--- src/rtl/noise_sched_pkg.sv ---
// Shared types and widths for the noise lane scheduler.
package noise_sched_pkg;

  // Scheduler sequencing states.
  typedef enum logic [1:0] {
    IDLE   = 2'd0,
    WARMUP = 2'd1,
    RUN    = 2'd2
  } state_t;

  localparam int unsigned DROP_CNT_W = 16;
  // Holds warm-up counts up to 255.
  localparam int unsigned WARM_CNT_W = 8;

endpackage

--- src/rtl/noise_lane_scheduler_rr_arbiter.sv ---
// Round-robin arbiter: combinational one-hot grant starting at the stored
// pointer, and a pointer register that moves past the winner on advance.
//   clk, rst  : clock, synchronous active-high reset (pointer -> lane 0)
//   req       : per-lane request vector
//   advance   : accept the current grant and rotate the pointer
//   grant_c   : combinational one-hot grant (all-zero when req is zero)
module rr_arbiter #(
  parameter int unsigned NUM_LANES = 4
) (
  input  logic                 clk,
  input  logic                 rst,
  input  logic [NUM_LANES-1:0] req,
  input  logic                 advance,
  output logic [NUM_LANES-1:0] grant_c
);

  localparam int unsigned PTR_W = $clog2(NUM_LANES);

  logic [PTR_W-1:0] ptr_q, ptr_d;
  logic [PTR_W-1:0] grant_idx;
  logic             found;

  // Scan lanes from the pointer upward, wrapping, and take the first requester.
  always_comb begin
    logic [PTR_W-1:0] idx;
    grant_c   = '0;
    grant_idx = '0;
    found     = 1'b0;
    idx       = ptr_q;
    for (int unsigned i = 0; i < NUM_LANES; i++) begin
      if (!found && req[idx]) begin
        found          = 1'b1;
        grant_c[idx]   = 1'b1;
        grant_idx      = idx;
      end
      idx = (idx == PTR_W'(NUM_LANES - 1)) ? '0 : idx + PTR_W'(1);
    end
  end

  // Next pointer is one past the winner, modulo NUM_LANES.
  always_comb begin
    ptr_d = ptr_q;
    if (advance && found) begin
      ptr_d = (grant_idx == PTR_W'(NUM_LANES - 1)) ? '0 : grant_idx + PTR_W'(1);
    end
  end

  always_ff @(posedge clk) begin
    if (rst) ptr_q <= '0;
    else     ptr_q <= ptr_d;
  end

endmodule

--- src/rtl/noise_lane_scheduler.sv ---
// Shares one Gaussian noise stream between NUM_LANES lanes: warms up the
// generator, then hands each valid sample to one requester round-robin and
// counts samples nobody wanted.
//   clk, rst    : clock, synchronous active-high reset
//   start, stop : sequencing pulses (stop wins when both are high)
//   gen_en      : generator enable (registered)
//   gen_sample, gen_valid : generator stream
//   lane_req    : per-lane level requests
//   lane_sample, lane_valid : registered sample and one-hot grant
//   ready       : high while in RUN
//   drop_count  : saturating count of unrequested RUN samples
module noise_lane_scheduler
  import noise_sched_pkg::*;
#(
  parameter int unsigned NUM_LANES         = 4,
  parameter int unsigned SIGNAL_RESOLUTION = 9,
  parameter int unsigned WARMUP_SAMPLES    = 16
) (
  input  logic                                clk,
  input  logic                                rst,
  input  logic                                start,
  input  logic                                stop,
  output logic                                gen_en,
  input  logic signed [SIGNAL_RESOLUTION-1:0] gen_sample,
  input  logic                                gen_valid,
  input  logic        [NUM_LANES-1:0]         lane_req,
  output logic signed [SIGNAL_RESOLUTION-1:0] lane_sample,
  output logic        [NUM_LANES-1:0]         lane_valid,
  output logic                                ready,
  output logic        [DROP_CNT_W-1:0]        drop_count
);

  typedef logic signed [SIGNAL_RESOLUTION-1:0] sample_t;

  state_t                  state_q, state_d;
  logic [WARM_CNT_W-1:0]   warm_q, warm_d;
  logic [DROP_CNT_W-1:0]   drop_q, drop_d;
  logic [NUM_LANES-1:0]    valid_q, valid_d;
  sample_t                 sample_q, sample_d;
  logic                    gen_en_q, ready_q;
  logic [NUM_LANES-1:0]    grant_c;
  logic                    advance_c;

  rr_arbiter #(.NUM_LANES(NUM_LANES)) u_arb (
    .clk     (clk),
    .rst     (rst),
    .req     (lane_req),
    .advance (advance_c),
    .grant_c (grant_c)
  );

  // Next-state, warm-up counting, grant capture and drop counting.
  always_comb begin
    state_d   = state_q;
    warm_d    = warm_q;
    drop_d    = drop_q;
    valid_d   = '0;
    sample_d  = sample_q;
    advance_c = 1'b0;
    case (state_q)
      IDLE: begin
        if (start && !stop) begin
          state_d = WARMUP;
          warm_d  = '0;
        end
      end
      WARMUP: begin
        if (stop) begin
          state_d = IDLE;
        end else if (gen_valid) begin
          warm_d = warm_q + WARM_CNT_W'(1);
          if (warm_q == WARM_CNT_W'(WARMUP_SAMPLES - 1)) state_d = RUN;
        end
      end
      RUN: begin
        if (stop) begin
          state_d = IDLE;
        end else if (gen_valid) begin
          if (|lane_req) begin
            valid_d   = grant_c;
            sample_d  = gen_sample;
            advance_c = 1'b1;
          end else if (drop_q != {DROP_CNT_W{1'b1}}) begin
            drop_d = drop_q + DROP_CNT_W'(1);
          end
        end
      end
      default: state_d = IDLE;
    endcase
  end

  always_ff @(posedge clk) begin
    if (rst) begin
      state_q  <= IDLE;
      warm_q   <= '0;
      drop_q   <= '0;
      valid_q  <= '0;
      sample_q <= '0;
      gen_en_q <= 1'b0;
      ready_q  <= 1'b0;
    end else begin
      state_q  <= state_d;
      warm_q   <= warm_d;
      drop_q   <= drop_d;
      valid_q  <= valid_d;
      sample_q <= sample_d;
      gen_en_q <= (state_d != IDLE);
      ready_q  <= (state_d == RUN);
    end
  end

  assign gen_en      = gen_en_q;
  assign ready       = ready_q;
  assign lane_valid  = valid_q;
  assign lane_sample = sample_q;
  assign drop_count  = drop_q;

endmodule
--- config.mk ---
export PLATFORM = sky130hd
export DESIGN_NAME = noise_lane_scheduler
export DESIGN_NICKNAME = d
export VERILOG_FILES = /design/src/rtl/noise_sched_pkg.sv /design/src/rtl/noise_lane_scheduler_rr_arbiter.sv /design/src/rtl/noise_lane_scheduler.sv
export SDC_FILE = /design/constraint.sdc
export NUM_CORES = 1
export LEC_CHECK = 0
export BUFFER_PORTS_ARGS = -buffer_cell sky130_fd_sc_hd__buf_2
export CELL_PAD_IN_SITES_DETAIL_PLACEMENT = 1
export CELL_PAD_IN_SITES_GLOBAL_PLACEMENT = 1
export CORE_MARGIN = 3
export CORE_UTILIZATION = 38
export CTS_CLUSTER_SIZE = 25
export DETAILED_ROUTE_END_ITERATION = 6
export HOLD_SLACK_MARGIN = 0.02
export PLACE_DENSITY = 0.75
export SLEW_MARGIN = 5
export SYNTH_ARGS = -nofsm -noshare
export SYNTH_HDL_FRONTEND = slang
export SYNTH_HIERARCHICAL = 1
export SYNTH_SLANG_ARGS = --single-unit
--- constraint.sdc ---
create_clock -name clk -period 3.1 [get_ports clk]
set_clock_uncertainty 0.15 [all_clocks]
set_input_delay 0.155 -clock clk [delete_from_list [all_inputs] [get_ports clk]]
set_output_delay 0.155 -clock clk [all_outputs]
set_load 0.05 [all_outputs]
==> results.cfg, run 1 <==
[die]
initial_util_pct = 39.4
floorplan.rows = 29
chipHeight_um = 87.3
core_area_mm2 = 0.00639
io_pins = 49
floorplan_die_area_mm2 = 0.00763
die_width_um = 87.3

[clocking]
clkTransAtPathRegs_ns = 0.08
cts_root_buffer = clkbuf_8
worst_skew_pair.late_latency_ns = 0.29
setup_fix_bufs_post_cts = 0
clk_path_buf_depth = 2
sinks_on_the_clock_net = 43
numCtsBuffers = 5
tritoncts = built
cts.htree.levels = 2

[critical_path]
worst-path-buf-inv = 1
worstReg2RegStart = u_arb/ptr_q[0]
worstRegToRegCells = 9
critPathSlowestCell = mux4_2
critPathMostFrequentCell = o32a_1
worstReg2RegEnd = u_arb/ptr_q[1]
critical_path.max_stage_delay_ns = 0.67
path_depth = 9
kind_of_critical_path = reg -> reg
critPathTopFamily = compound AO/OA/AOI/OAI gates
crit_path_cell_trace = inv_1 > ha_2 > mux4_2 > a21oi_2 > o32a_1 > o32a_1 > ha_1 > o211ai_1 > a21oi_1
cp-endpoint = u_arb/ptr_q[1]
start_kind = flip-flop
r2r_slack_ns = 0.15
worstSetupEndpointType = flip-flop
critical_path_fanouts_max = 12
wp_data_required_ns = 3.10
timing.critical_path.arrival_ns = 2.95
crit_path_start = u_arb/ptr_q[0]

[drt]
drt_first_pass_iters = 4
post-route-drc-count = 0
detail_route.iter0.violations = 57
detailroute.via_count = 2326
via_per_inst = 5.70
ant_nets = 0
post_drt_wl_per_cell_um = 15.5
routed_wirelength_mm = 6.31

[pwr]
power_density_mw_per_mm2 = 329
totalPowerFinal_uw = 990
vdd.ir_drop.worst_mv = 0.214
p_leak_uw = 0.00116

[timing]
tightest_slew_ns = 0.814
timing.final.crit_share_pct = 95.2
final_period_minus_worst_setup_slack_ns = 2.95
fmax_mhz = 339
final_hold_viol_count = 0
drv_slew = 0
grt_setup_unrepaired = false
holdWs_ns = 0.0806
max-slew-margin-rel_pct = 44.3
timing.final.setup_violations = 0
final.setup.tns_ns = 0

[synth]
syn-mean-instance-area_um2 = 9.17
synth_sequential_area_ratio_pct = 34.2
synth.distinct_cells = 64
post_synthesis_net_count = 302
synthesis.instances = 274
yosys.area.top_type_share_pct = 34.2
synth_area_leaders = dfxtp_1 34%, ha_1 5.0%, nor2_1 4.8%
synth_ff_type = dfxtp_1
synth-seq-cells = 43
yosys_warnings = 6
ys_async_sr_fraction_pct = 0
netlist_area_mm2 = 0.00251
count_of_flip_flops_with_a_built_in_enable_after_synthesis = 0
top_cell_type_by_total_area_after_synthesis = dfxtp_1

[final_layout]
num-fill-cells = 761
final_net_count = 358
flow.area_growth_from_synthesis_pct = 19.7
finish.cell_count_without_fillers = 408
multi_input_area_mm2 = 0.00155
drive_gt1_share_pct = 24.8
ff_latch_area_um2 = 861
num_antenna_cells = 0

[placed_design]
dpl.cell_count = 390
finalWeightedCongestion = 0.841
hpwl_mm = 4.48
buffer_ports.inserted = 48

[global_routing]
globalRoute.busiestLayer = met2
grt-ovfl-total = 0
grt_util_met1_pct = 22.8
number_of_global_route_vias_before_repair = 2330
use_met2_pct = 27.7
grt_antenna_before_repair = 0
grt.met3_usage_pct = 4.26
grt_first_pass_wirelength_mm = 10.8
gr-usage-all-layers_pct = 17.1
largest_net_degree_at_the_start_of_global_routing = 36

[job]
maxCapViolCount = 0

[hold_path]
instance_count_along_the_most_critical_hold_path = 3
min-delay-path-class = in -> reg

[outcome]
outcome = finished, final reports clean
-- cells in the mapped netlist, types with 6 or more instances --
library cell	count
nand2_1	10
nand4_1	6
nor4_1	8
a21oi_1	12
xnor2_1	13
nor2_1	32
mux2i_1	11
nand3_1	12
dfxtp_1	43
buf_2	6
and3_1	7
ha_1	10
clkbuf_1	6
nor3_1	7
-- where the power goes --
| part | switching [uW] | leakage (uW) | internal, uW |
|---|---|---|---|
| combinational | 48.7 | 0.000771 | 37.1 |
| clock | 191 | 0.0000412 | 158 |
| sequential | 1.78 | 0.000347 | 553 |
| total | 242 | 0.00116 | 748 |
-- worst min-delay path by stage --
stage,start,end,slack [ns]
6_report,start,gen_en,0.08
2_1_floorplan,rst,u_arb/ptr_q[1],0.07
3_3_place_gp,gen_sample[4],lane_sample[4],0.24
3_5_place_dp,gen_sample[0],lane_sample[0],0.25
5_1_grt,start,gen_en,0.12
4_1_cts,start,gen_en,0.09
-- layout by cell type, fill, tap and decap left out, drive strengths merged, types with 6 or more instances in the layout --
cell type    synthesis  final
xnor2               13     13
a21oi               13     13
nand3               12     12
and3                 7      7
nor2                33     33
nor3                 7      7
nand2               11     11
nand4                6      6
dlygate4sd3          0     10
ha                  10     10
buf                 10     55
o21ai                6      6
dfxtp               43     43
mux2i               11     11
clkbuf               6      6
nor4                 9      9
-- registers in the layout (all words and copies together) (netlist names) --
signal and flops:
lane_sample 9, u_arb/ptr_q 2, gen_en 1, state_q 2, warm_q 8, lane_valid 4, ready 1, drop_count 16
-- metal layers --
metal	vias up	part of all wire [%]	wire, um
met3	9	4.9	308
met5	-	0	0
met4	0	1.3	80
met1	1141	47	2970
met2	44	47	2950
li1	1132	-	-
-- metrics by stage --
stage	area (um2)	util (%)	worst slack (ns)
after floorplan	2510	-	0.0702
after global placement	2810	44.0	0.229
after detailed placement	2810	44.0	0.0731
after CTS	3000	46.9	0.0494
after global routing	3010	47.1	0.0102
final	3010	47.1	0.150
-- cell families after synthesis --
kind of cell	after synthesis	share of synthesized area [%]
simple gates	114	25.8
mux	17	8.41
xor+xnor	18	6.27
compound gates	51	15.9
fa+ha+maj	10	4.98
flops	43	34.2
buf+inv	21	4.33
-- tightest hold or removal path, delay by kind of cell --
family	cells	cell delay (ns)
AND/OR/NAND/NOR	1	0.13
buffers and inverters	1	0.11
AO/OA/AOI/OAI	1	0.07
-- what timing repair did --
action | CTS | global route
hold buffers | 10 | 0
endpoints found under the hold margin | 13 | 0
resized for setup | 0 | 3
endpoints found under the setup margin | 0 | 2
-- layout make-up --
| type | instances | share of cell area [%] |
|---|---|---|
| Tap cell | 77 | 3.20 |
| Multi-Input combinational cell | 210 | 51.7 |
| Clock buffer | 6 | 2.41 |
| Timing Repair Buffer | 65 | 13.1 |
| Sequential cell | 43 | 28.6 |
| Clock inverter | 2 | 0.416 |
| Inverter | 5 | 0.624 |
(Power assumes the default switching activity.)
==> run 2: changes to the inputs <==
--- a/config.mk
+++ b/config.mk
@@ -5,7 +5,7 @@
 export SDC_FILE = /design/constraint.sdc
 export NUM_CORES = 1
 export LEC_CHECK = 0
-export BUFFER_PORTS_ARGS = -buffer_cell sky130_fd_sc_hd__buf_2
+export BUFFER_PORTS_ARGS = -buffer_cell sky130_fd_sc_hd__buf_4
 export CELL_PAD_IN_SITES_DETAIL_PLACEMENT = 1
 export CELL_PAD_IN_SITES_GLOBAL_PLACEMENT = 1
 export CORE_MARGIN = 3
@@ -14,7 +14,7 @@
 export DETAILED_ROUTE_END_ITERATION = 6
 export HOLD_SLACK_MARGIN = 0.02
 export PLACE_DENSITY = 0.75
-export SLEW_MARGIN = 5
+export SLEW_MARGIN = 15
 export SYNTH_ARGS = -nofsm -noshare
 export SYNTH_HDL_FRONTEND = slang
 export SYNTH_HIERARCHICAL = 1
==> results.cfg, run 2 (synthesis results as in run 1) <==
[drt]
ant_nets = 0
post_drt_wl_per_cell_um = 15.5
detail_route.iter0.violations = 72
detailroute.via_count = 2292
drt_first_pass_iters = 4
via_per_inst = 5.63
post-route-drc-count = 0
routed_wirelength_mm = 6.33

[hold_path]
min-delay-path-class = in -> reg

[pwr]
power.net_switching_uw = 240
clockPowerShare_pct = 36.1
power_density_mw_per_mm2 = 324
netSwitchingFraction_pct = 23.7
internal-power_uw = 772
power_frac_seq_pct = 54.9
vdd.ir_drop.worst_mv = 0.214
comb_power_share_pct = 9.0
p_leak_uw = 0.00118

[global_routing]
grt-ovfl-total = 0
grt_antenna_before_repair = 0
gr-usage-all-layers_pct = 17.8
largest_net_degree_at_the_start_of_global_routing = 36
grt_first_pass_wirelength_mm = 10.9
number_of_global_route_vias_before_repair = 2321

[die]
core_area_mm2 = 0.00639
floorplan.rows = 29
io_pins = 49
floorplan_die_area_mm2 = 0.00763
initial_util_pct = 39.4
chipHeight_um = 87.3
die_width_um = 87.3

[final_layout]
largest_register_ffs = 16
final_common_cell = buf_4
drive_gt1_share_pct = 24.2
final_net_count = 358
commonest_cells_after_routing_fill_and_taps_aside = 55 x buf_4, 43 x dfxtp_1, 32 x nor2_1, 13 x xnor2_1
num_antenna_cells = 0
flow.area_growth_from_synthesis_pct = 24.2
post-route-util_pct = 48.9

[placed_design]
finalWeightedCongestion = 0.815
buffer_ports.inserted = 48
hpwl_mm = 4.50
post-place-ws_ns = 0.156

[timing]
final.setup.tns_ns = 0
grt_setup_unrepaired = false
timing.final.setup_violations = 0
final_period_minus_worst_setup_slack_ns = 2.88
timing.final.crit_share_pct = 92.8
drv_slew = 0
tightest_slew_ns = 0.783
postLayoutSetupSlackWorst_ns = 0.222
max-slew-margin-rel_pct = 46.4
fmax_mhz = 348
final_hold_viol_count = 0

[critical_path]
wp_data_required_ns = 3.12
timing.critical_path.arrival_ns = 2.90
kind_of_critical_path = reg -> reg
start_kind = flip-flop
worstSetupEndpointType = flip-flop
critical_path_fanouts_max = 10

[clocking]
tritoncts = built
cts.htree.levels = 2
worst_skew_pair.late_latency_ns = 0.30
clkTransAtPathRegs_ns = 0.08
cts_root_buffer = clkbuf_8
numCtsBuffers = 5
setup_fix_bufs_post_cts = 0
clk_path_buf_depth = 2
sinks_on_the_clock_net = 43

[outcome]
outcome = finished, final reports clean

[job]
maxCapViolCount = 0
run 2: cell types whose count changed in the layout (fill, tap and decap cells not counted), sizes merged:
cell / before / now
clkinvlp: 1 / 0
run 2: area by class of cell:
cell class | instances | area, um2
fill | 754 | 3260
clock inverter | 1 | 5.00
multi-input combinational | 210 | 1550
clock buffer | 6 | 82.6
inverter | 5 | 18.8
sequential | 43 | 861
timing repair buffer | 65 | 513
tap | 77 | 96.3
run 2: metrics by stage:
| stage | cell area (um2) | hold slack (ns) | power [uW] | cells |
|---|---|---|---|---|
| floorplan | 2510 | 0.0741 | 615 | 274 |
| global route | 3120 | 0.0964 | 1060 | 407 |
| global placement | 2930 | 0.228 | 648 | 390 |
| detailed placement | 2930 | 0.236 | 650 | 390 |
| CTS | 3120 | 0.0810 | 1030 | 407 |
| finish | 3120 | 0.0824 | 1010 | 407 |
run 2: worst paths after layout:
kind | start | endpoint | slack, ns | depth (start not counted)
max reg2reg | u_arb/ptr_q[0] | u_arb/ptr_q[1] | 0.22 | 9
max | u_arb/ptr_q[0] | u_arb/ptr_q[1] | 0.22 | 9
min | start | gen_en | 0.08 | 3
min reg2reg | warm_q[1] | warm_q[1] | 0.34 | 2
run 2: layer usage:
metal	vias up	global-route usage, %	part of all wire [%]
li1	1129	-	-
met4	0	6.14	1.5
met1	1103	23.1	47
met5	-	0	0
met2	50	28.7	46
met3	10	4.45	5.1
run 2: power by group through the flow:
| stage | Combinational (uW) | Sequential (uW) | Clock (uW) |
|---|---|---|---|
| 6_report | 91.4 | 555 | 365 |
| 5_1_grt | 101 | 555 | 405 |
| 4_1_cts | 91.7 | 555 | 380 |
| 3_5_place_dp | 81.6 | 568 | 0 |
| 3_3_place_gp | 80.2 | 568 | 0 |
| 2_1_floorplan | 45.0 | 570 | 0 |
run 2: worst max-delay path: stages (launching register included):
cell and delay (ns):
dfxtp_1 0.37, inv_1 0.11, ha_2 0.46, mux4_2 0.65
a21oi_2 0.25, o32a_1 0.21, o32a_1 0.14, ha_1 0.23
o211ai_1 0.10, a21oi_1 0.09
run 2: timing repair:
item,CTS,global route
hold endpoints to repair,13,0
hold buffers,10,0
setup endpoints to repair,0,2
gates resized for setup,0,1
